--- src/rtl/common_types_pkg.sv ---
// rtl/common_types_pkg.sv - shared types and access helpers for the memory stage
package common_types_pkg;

  typedef logic [31:0] word_t;
  typedef logic [4:0]  reg_t;

  typedef enum logic [1:0] {
    ST_NONE = 2'd0,
    ST_BYTE = 2'd1,
    ST_HALF = 2'd2,
    ST_WORD = 2'd3
  } store_size_e;

  typedef enum logic [1:0] {
    LD_BYTE = 2'd0,
    LD_HALF = 2'd1,
    LD_WORD = 2'd2
  } load_size_e;

  typedef enum logic [1:0] {
    SRC_ALU     = 2'd0,
    SRC_LOAD    = 2'd1,
    SRC_PC4     = 2'd2,
    SRC_ALU_ALT = 2'd3
  } wr_src_e;

  typedef enum logic {
    S_IDLE = 1'b0,
    S_BUS  = 1'b1
  } mem_state_e;

  // Access width as log2(bytes): 0 byte, 1 halfword, 2 word. Load size 3 is taken as word.
  function automatic logic [1:0] access_log2(input logic is_store, input store_size_e st,
                                             input load_size_e ld);
    if (is_store)
      access_log2 = (st == ST_BYTE) ? 2'd0 : (st == ST_HALF) ? 2'd1 : 2'd2;
    else
      access_log2 = (ld == LD_BYTE) ? 2'd0 : (ld == LD_HALF) ? 2'd1 : 2'd2;
  endfunction

  function automatic logic access_misaligned(input logic [1:0] lg, input logic [1:0] lo);
    case (lg)
      2'd0:    access_misaligned = 1'b0;
      2'd1:    access_misaligned = lo[0];
      default: access_misaligned = (lo != 2'b00);
    endcase
  endfunction

  function automatic logic [3:0] access_strobe(input logic [1:0] lg, input logic [1:0] lo);
    case (lg)
      2'd0:    access_strobe = 4'b0001 << lo;
      2'd1:    access_strobe = 4'b0011 << lo;
      default: access_strobe = 4'b1111;
    endcase
  endfunction

  // Copy the low byte/halfword into every lane so whichever lanes are strobed carry it.
  function automatic word_t lane_replicate(input logic [1:0] lg, input word_t d);
    case (lg)
      2'd0:    lane_replicate = {4{d[7:0]}};
      2'd1:    lane_replicate = {2{d[15:0]}};
      default: lane_replicate = d;
    endcase
  endfunction

endpackage

--- src/rtl/memory_stage_load_extend.sv ---
// rtl/memory_stage_load_extend.sv - load lane select and zero/sign extension
module load_extend
  import common_types_pkg::*;
(
  input  logic [31:0] rdata,
  input  logic [1:0]  addr_lo,
  input  load_size_e  size,
  input  logic        sign_ext,
  output logic [31:0] data
);

  logic [7:0]  lane_b;
  logic [15:0] lane_h;

  assign lane_b = rdata[{addr_lo, 3'b000} +: 8];
  assign lane_h = rdata[{addr_lo[1], 4'b0000} +: 16];

  // Pick the addressed lane and widen it to a full word; words pass through untouched.
  always_comb begin
    data = rdata;
    case (size)
      LD_BYTE: data = {{24{sign_ext & lane_b[7]}}, lane_b};
      LD_HALF: data = {{16{sign_ext & lane_h[15]}}, lane_h};
      default: data = rdata;
    endcase
  end

endmodule

--- src/rtl/memory_stage.sv ---
// rtl/memory_stage.sv - memory pipeline stage: data-bus access and writeback latch
module memory_stage
  import common_types_pkg::*;
(
  input  logic        clk,
  input  logic        rst,
  input  logic        exm_valid,
  input  logic        exm_flush,
  input  logic [31:0] exm_pc,
  input  logic        exm_halt,
  input  logic [4:0]  exm_rd,
  input  logic        exm_dread,
  input  logic [1:0]  exm_dwrite,
  input  logic [1:0]  exm_reg_wr_src,
  input  logic [1:0]  exm_reg_wr_mem,
  input  logic        exm_reg_wr_mem_signed,
  input  logic [31:0] exm_alu_out,
  input  logic [31:0] exm_rdat2,
  output logic        dmem_ren,
  output logic        dmem_wen,
  output logic [31:0] dmem_addr,
  output logic [31:0] dmem_wdata,
  output logic [3:0]  dmem_strobe,
  input  logic [31:0] dmem_rdata,
  input  logic        dmem_ready,
  output logic        mem_stall,
  output logic        wb_valid,
  output logic [4:0]  wb_rd,
  output logic [31:0] wb_data,
  output logic        wb_halt,
  output logic        wb_misaligned
);

  mem_state_e  state_q, state_d;
  store_size_e st_size;
  load_size_e  ld_size;
  wr_src_e     wr_src;
  logic        is_store, is_load, mem_op, misaligned, live;
  logic [1:0]  acc_lg;
  logic        access_go, complete, flushed_q;
  word_t       load_data, wb_data_d;

  assign st_size    = store_size_e'(exm_dwrite);
  assign ld_size    = load_size_e'(exm_reg_wr_mem);
  assign wr_src     = wr_src_e'(exm_reg_wr_src);
  // A store wins when both load and store are flagged.
  assign is_store   = (st_size != ST_NONE);
  assign is_load    = exm_dread && !is_store;
  assign mem_op     = is_store || is_load;
  assign acc_lg     = access_log2(is_store, st_size, ld_size);
  assign misaligned = mem_op && access_misaligned(acc_lg, exm_alu_out[1:0]);
  assign live       = exm_valid && !exm_flush;

  load_extend u_load_extend (
    .rdata    (dmem_rdata),
    .addr_lo  (exm_alu_out[1:0]),
    .size     (ld_size),
    .sign_ext (exm_reg_wr_mem_signed),
    .data     (load_data)
  );

  // FSM state register.
  always_ff @(posedge clk or posedge rst) begin
    if (rst) state_q <= S_IDLE;
    else     state_q <= state_d;
  end

  // Enter BUS on a live aligned access; leave when the bus reports ready.
  always_comb begin
    state_d = state_q;
    case (state_q)
      S_IDLE:  if (access_go) state_d = S_BUS;
      S_BUS:   if (dmem_ready) state_d = S_IDLE;
      default: state_d = S_IDLE;
    endcase
  end

  // FSM outputs: request launch, completion and the upstream stall.
  always_comb begin
    access_go = 1'b0;
    complete  = 1'b0;
    mem_stall = 1'b0;
    case (state_q)
      S_IDLE: begin
        access_go = live && mem_op && !misaligned;
        mem_stall = access_go;
      end
      S_BUS: begin
        complete  = dmem_ready;
        mem_stall = !dmem_ready;
      end
      default: ;
    endcase
  end

  // Registered bus request; address/data/strobe stay put after completion, only the enables drop.
  always_ff @(posedge clk or posedge rst) begin
    if (rst) begin
      dmem_ren    <= 1'b0;
      dmem_wen    <= 1'b0;
      dmem_addr   <= '0;
      dmem_wdata  <= '0;
      dmem_strobe <= '0;
    end else if (access_go) begin
      dmem_ren    <= is_load;
      dmem_wen    <= is_store;
      dmem_addr   <= {exm_alu_out[31:2], 2'b00};
      dmem_wdata  <= lane_replicate(acc_lg, exm_rdat2);
      dmem_strobe <= access_strobe(acc_lg, exm_alu_out[1:0]);
    end else if (complete) begin
      dmem_ren    <= 1'b0;
      dmem_wen    <= 1'b0;
    end
  end

  // Remember a flush seen mid-transaction so the completion turns into a bubble.
  always_ff @(posedge clk or posedge rst) begin
    if (rst)                               flushed_q <= 1'b0;
    else if (complete)                     flushed_q <= 1'b0;
    else if (state_q == S_BUS && exm_flush) flushed_q <= 1'b1;
  end

  // Writeback value select; source 3 falls back to the ALU result.
  always_comb begin
    wb_data_d = exm_alu_out;
    case (wr_src)
      SRC_LOAD: wb_data_d = load_data;
      SRC_PC4:  wb_data_d = exm_pc + 32'd4;
      default:  wb_data_d = exm_alu_out;
    endcase
  end

  // Writeback latch: bubble while stalled or killed, otherwise capture the instruction.
  always_ff @(posedge clk or posedge rst) begin
    if (rst) begin
      wb_valid      <= 1'b0;
      wb_rd         <= '0;
      wb_data       <= '0;
      wb_halt       <= 1'b0;
      wb_misaligned <= 1'b0;
    end else if (mem_stall || !live || flushed_q) begin
      wb_valid      <= 1'b0;
      wb_rd         <= '0;
      wb_data       <= '0;
      wb_halt       <= 1'b0;
      wb_misaligned <= 1'b0;
    end else begin
      wb_valid      <= 1'b1;
      wb_rd         <= misaligned ? 5'd0 : exm_rd;
      wb_data       <= wb_data_d;
      wb_halt       <= exm_halt;
      wb_misaligned <= misaligned;
    end
  end

endmodule
--- config.mk ---
export PLATFORM = sky130hd
export DESIGN_NAME = memory_stage
export DESIGN_NICKNAME = d
export VERILOG_FILES = /design/src/rtl/common_types_pkg.sv /design/src/rtl/memory_stage_load_extend.sv /design/src/rtl/memory_stage.sv
export SDC_FILE = /design/constraint.sdc
export NUM_CORES = 1
export LEC_CHECK = 0
export ABC_AREA = 1
export CAP_MARGIN = 0
export CORE_UTILIZATION = 42
export DETAILED_ROUTE_END_ITERATION = 16
export PLACE_DENSITY = 0.76
export SYNTH_ARGS = -nofsm -noshare
export SYNTH_HDL_FRONTEND = slang
export SYNTH_SLANG_ARGS = --single-unit
--- constraint.sdc ---
create_clock -name clk -period 5.4 [get_ports clk]
set_input_delay 1.35 -clock clk [delete_from_list [all_inputs] [get_ports clk]]
set_output_delay 1.35 -clock clk [all_outputs]
set_load 0.03 [all_outputs]
==> results of run 1 <==
==> cells by family after synthesis <==
logic type / after synthesis / share of synthesized area [%]
DFF: 110 / 41.7
other: 1 / 0.0569
and+or+nand+nor: 557 / 35.1
buffers and inverters: 144 / 9.49
AOI/OAI and AO/OA: 148 / 12.7
adders and majority gates: 5 / 0.949
==> power groups by stage <==
stage	Sequential, uW	Clock [uW]	Combinational (uW)
detailed placement	1100	0	1270
global placement	1100	0	1260
CTS	1090	709	1280
finish	1090	709	1270
floorplan	1440	0	351
global route	1110	750	1360
==> sequential cells by signal, summed over array words and instances, names as in the netlist <==
signal	cells
dmem_wen	1
wb_rd	5
wb_data	32
dmem_ren	1
dmem_addr	30
flushed_q	1
dmem_strobe	4
dmem_wdata	32
wb_halt	1
state_q	1
wb_valid	1
wb_misaligned	1
==> layer usage <==
| metal | wire, um | track usage (%) |
|---|---|---|
| met1 | 10200 | 39.9 |
| met2 | 11400 | 49.5 |
| met3 | 1700 | 4.15 |
| met4 | 731 | 10.9 |
| met5 | 0 | 0 |
==> metrics by stage <==
stage	hold WS (ps)	utilization, %
2_1_floorplan	465	-
3_3_place_gp	463	60.7
3_5_place_dp	465	60.7
4_1_cts	485	62.8
5_1_grt	508	62.8
6_report	481	62.8
==> cell usage in the layout (no fill, tap or decap), types with 3 or more instances in the layout <==
cell / instances
a21oi_1: 42
buf_4: 14
clkbuf_16: 9
clkdlybuf4s50_1: 254
clkinv_1: 3
dfrtp_1: 110
ha_1: 5
inv_1: 94
inv_6: 3
nand2_1: 317
nand2_2: 10
nand3_1: 79
nand4_1: 10
nor2_1: 120
o2111ai_1: 5
o211ai_1: 3
o21a_1: 11
o21ai_0: 52
o21ai_1: 20
o221ai_1: 4
o22ai_1: 5
or2_2: 11
==> layout make-up <==
| cell class | instances | area [um2] |
|---|---|---|
| well taps | 211 | 264 |
| diodes | 2 | 5.00 |
| flip-flops and latches | 110 | 2750 |
| inverters | 99 | 377 |
| clock buffers | 9 | 225 |
| multi-input cells | 712 | 3230 |
| clock inverters | 7 | 88.8 |
| repair buffers | 268 | 2650 |
| fillers | 1386 | 5670 |
==> worst max-delay path, cell delays in order <==
cell	delay, ps
clkdlybuf4s50_1	730
nor2_4	270
nand2_1	120
a21oi_4	210
nand2_2	110
nand3_4	90
nand2_1	70
buf_4	200
==> how the worst max path moves through the flow <==
stage                            from              to  slack, ps  cells past startpoint
finish              exm_reg_wr_mem[1]       mem_stall        890                      8
global placement    exm_reg_wr_mem[1]  dmem_wdata[21]        840                     10
detailed placement  exm_reg_wr_mem[1]  dmem_wdata[23]        760                     10
CTS                 exm_reg_wr_mem[1]       mem_stall        920                      8
global route        exm_reg_wr_mem[1]       mem_stall        760                      8
floorplan                         rst   dmem_addr[10]       1150                      1
==> results.cfg, run 1 <==
[sta]
rsz0062_at_grt = false
period_share_pct = 83.4
finalCriticalPeriod_ps = 4510
skew_ps = 10.4
slew_headroom_pct = 43.2
timing.final.max_slew_violations = 0
worst_pin_slew_ps = 852
hold_viol_final = 0
fmax_ghz = 0.222
setup_viol = 0
tns_ps = 0
fin_ws_ps = 895

[floorplanning]
die_w_um = 127
die_area_mm2 = 0.0162
initial_core_util_pct = 43.2
ios = 258
fp.dieH_um = 127
rows = 45
core_area_mm2 = 0.0153

[detailed_routing]
dr.pass1.iters = 5
totalWireLength_um = 24100
postRouteAntennaNets = 0
first_iter_violations = 699
wl_per_cell_um = 17.0
routed_via_density = 5.20
num_vias = 7373
remaining_drc_errors = 0

[placement]
io_buffers = 255
gp_congestion = 0.955
hpwl_um = 18500
placed_cell_area_mm2 = 0.00927
place_inst = 1400
pre_cts_slack_ps = 756

[synthesis]
synthTopCellsByCount = 317 x nand2_1, 120 x nor2_1, 110 x dfrtp_1
synthCells = 965
async_reset_ff_share_pct = 100
yosysWarnings = 0
synth_seq_cells = 110
synth_area_leaders = dfrtp_1 42%, nand2_1 18%, nor2_1 6.8%, nand3_1 6.0%, inv_1 5.4%
synth_top_area_cell = dfrtp_1
synth_edf_count = 0
yosys.cell_count.top_type = nand2_1
synth_top_cell_area_share_pct = 41.7
ys_seq_area_share_pct = 41.7
syn_area_mm2 = 0.00660
yosys_most_used_dff = dfrtp_1
ys_types = 36
synth_area_per_cell_um2 = 6.83

[clock_network]
cts-root-buf = clkbuf_16
cts.reportedPaths.clkPinSlew_ps = 70
postCtsSetupBuffers = 0
cts_hold_buf = 0
cts_tree = yes
cts_resized = 0
cts-buffers-inserted = 9
htreeDepth = 3
clock_latency_ps = 360
cts_buffer_depth = 2
cts_num_sinks = 110

[power_and_ir_drop]
p_int_uw = 1890
switchingPower_uw = 1180
pwr-share-clk_pct = 23.1
p_per_area_mw_per_mm2 = 320
p_leak_uw = 0.00448
power_uw = 3070
comb_power_share_pct = 41.5
swShare_pct = 38.5
vdd_drop_max_v = 0.000161
power_frac_seq_pct = 35.4

[global_routing]
antenna_found_initial = 1
grt_max_degree = 65
grtUsageTotal_pct = 29.9
grt_pass1_vias = 6836
grt_pass1_wl_um = 36700
grt-ovfl-total = 0

[cells_and_area]
design_area_mm2 = 0.00959
area_growth_pct = 45.4
fin_cells = 1418
finalNetCount = 1352
drive_gt1_share_pct = 5.06

[critical_path]
required_ps = 4050
r2r_slack_ps = 2870
cp-end-kind = output port
critical_path_arrival_ps = 3160
startpoint_type = input pin
timing.rr.end = dmem_wdata[15]
cp_max_fo = 14
critPathKind = in -> out
ff2ff_path_depth = 7
r2r-start = state_q

[hold_path]
holdPathEnd = dmem_strobe[1]
hold_depth = 2
hp-start = dmem_strobe[1]
worst_hold_path_type = reg -> reg

[run]
cap_violations = 0

[run_status]
outcome = finished, final reports clean
Note: power is estimated with default switching activity, not from simulation.
==> run 2: changes to the inputs <==
Clock period 5.4 ns to 4.7 ns, I/O delays scaled along.
==> run 2 against run 1 <==
  * Setup slack got worse by 370 ps
  * First-iteration DRC count fell by 4.3%
  * Global-route usage fell by 0.11 points
  * Utilization rose by 0.11 points
  * Cell count barely moved
  * Via count fell by 0.56%
  * Critical endpoint unchanged
==> results.cfg, run 2 (synthesis results as in run 1) <==
[detailed_routing]
totalWireLength_um = 23700
remaining_drc_errors = 0
first_iter_violations = 669
routed_via_density = 5.17
postRouteAntennaNets = 0
wl_per_cell_um = 16.7
dr.pass1.iters = 6
num_vias = 7332

[cells_and_area]
top_regs = dmem_wdata: 32 flops, wb_data: 32 flops, dmem_addr: 30 flops
finalNetCount = 1353
area_growth_pct = 45.6
antenna_cells = 0
fillCellCount = 1368
fin_cells = 1417
final_cell_mix = 317 x nand2_1, 254 x clkdlybuf4s50_1, 120 x nor2_1, 110 x dfrtp_1, 94 x inv_1
final_common_cell = nand2_1
drive_gt1_share_pct = 5.14
final_util_pct = 63.0

[sta]
hold_viol_final = 0
tns_ps = 0
skew_ps = 10.2
fin_ws_ps = 526
worst_pin_slew_ps = 709
fmax_ghz = 0.240
rsz0062_at_grt = false
setup_viol = 0
finalCriticalPeriod_ps = 4170
slew_headroom_pct = 52.7
timing.final.max_slew_violations = 0
period_share_pct = 88.8

[clock_network]
cts_buffer_depth = 2
postCtsSetupBuffers = 0
htreeDepth = 3
cts_num_sinks = 110
cts-buffers-inserted = 9
cts_tree = yes
clock_latency_ps = 360
cts.reportedPaths.clkPinSlew_ps = 80
cts_resized = 0
cts-root-buf = clkbuf_16
cts_hold_buf = 0

[placement]
place_inst = 1401
pre_cts_slack_ps = 563
gp_congestion = 0.981
hpwl_um = 18200
io_buffers = 255

[global_routing]
grt-ovfl-total = 0
antenna_found_initial = 0
grtUsageTotal_pct = 29.8
grt_max_degree = 111
grt_pass1_wl_um = 36900
grt_pass1_vias = 6935

[floorplanning]
rows = 45
die_area_mm2 = 0.0162
fp.dieH_um = 127
core_area_mm2 = 0.0153
initial_core_util_pct = 43.2
ios = 258
die_w_um = 127

[hold_path]
hp-start = dmem_wdata[12]
hold_depth = 2
holdPathEnd = dmem_wdata[12]
worst_hold_path_type = reg -> reg

[power_and_ir_drop]
p_leak_uw = 0.00449
vdd_drop_max_v = 0.000196
switchingPower_uw = 1360
comb_power_share_pct = 41.6
swShare_pct = 38.5
power_frac_seq_pct = 35.3
pwr-share-clk_pct = 23.1
p_int_uw = 2180
p_per_area_mw_per_mm2 = 368

[run_status]
outcome = finished, final reports clean

[critical_path]
critPathKind = in -> out
timing.rr.end = dmem_wdata[22]
cp-end-kind = output port
startpoint_type = input pin
required_ps = 3520
critical_path_arrival_ps = 3000
slowest_stage = clkdlybuf4s50_1
path_cells = clkdlybuf4s50_1 -> inv_1 -> ha_1 -> o21ai_2 -> o21ai_1 -> nand3_4 -> nand2_1 -> buf_4
ff2ff_path_depth = 6
cpPeakStageDelay_ps = 460
r2r-start = state_q
cp_max_fo = 9
r2r_slack_ps = 2500

[run]
cap_violations = 0
## run 2: cell count changes in the layout (fill, tap and decap cells not counted)
cell / before / now
diode_2: 2 / 0
inv_8: 0 / 1
inv_6: 3 / 2
buf_12: 0 / 1
## run 2: worst max-delay path: cells and delay by family
| family | cells | cell delay, ps |
|---|---|---|
| AO/OA/AOI/OAI | 2 | 650 |
| buffers and inverters | 3 | 700 |
| adder cells (fa/ha/maj) | 1 | 270 |
| AND/OR/NAND/NOR | 2 | 210 |
## run 2: per-stage QoR
| step | total power (uW) | area, um2 | hold slack (ps) |
|---|---|---|---|
| 4_1_cts | 3550 | 9610 | 486 |
| 3_3_place_gp | 2710 | 9290 | 462 |
| 6_report | 3540 | 9610 | 483 |
| 2_1_floorplan | 2050 | 6600 | 465 |
| 5_1_grt | 3710 | 9610 | 500 |
| 3_5_place_dp | 2730 | 9290 | 464 |
## run 2: layer usage
metal  vias up  track usage [%]  part of all wire [%]  routed length, um
li1       3543                -                     -                  -
met1      3351             39.4                    42               9920
met2       365             47.5                    46              10900
met3        73             5.15                   7.9               1860
met4         0             13.9                   4.4               1040
met5         -                0                     0                  0
## run 2: power by group through the flow
stage / combinational (uW) / clock, uW / sequential, uW
final: 1470 / 818 / 1250
after global routing: 1570 / 867 / 1270
after CTS: 1470 / 826 / 1250
after detailed placement: 1470 / 0 / 1270
after global placement: 1450 / 0 / 1260
after floorplan: 404 / 0 / 1650
## run 2: worst max path at each step
stage                  startpoint            end  depth (start not counted)
global route        exm_dwrite[1]      mem_stall                          8
global placement    exm_dwrite[0]      mem_stall                          8
CTS                 exm_dwrite[1]      mem_stall                          8
finish              exm_dwrite[0]      mem_stall                          8
detailed placement  exm_dwrite[1]      mem_stall                          8
floorplan                     rst  dmem_addr[10]                          1
## run 2: area by class of cell
cell class / instances / area, um2 / area share (%)
repair buffers: 269 / 2670 / 27.8
flip-flops and latches: 110 / 2750 / 28.7
clock inverters: 7 / 91.3 / 0.951
multi-input cells: 712 / 3230 / 33.6
well taps: 211 / 264 / 2.75
clock buffers: 9 / 225 / 2.34
inverters: 99 / 377 / 3.92
==> run 3: changes to the inputs <==
Settings changed: CTS_CLUSTER_DIAMETER from default to 80, TNS_END_PERCENT from default to 100.
==> results of run 3 <==
The final DEF is identical to that of run 2; final timing and power are the same.
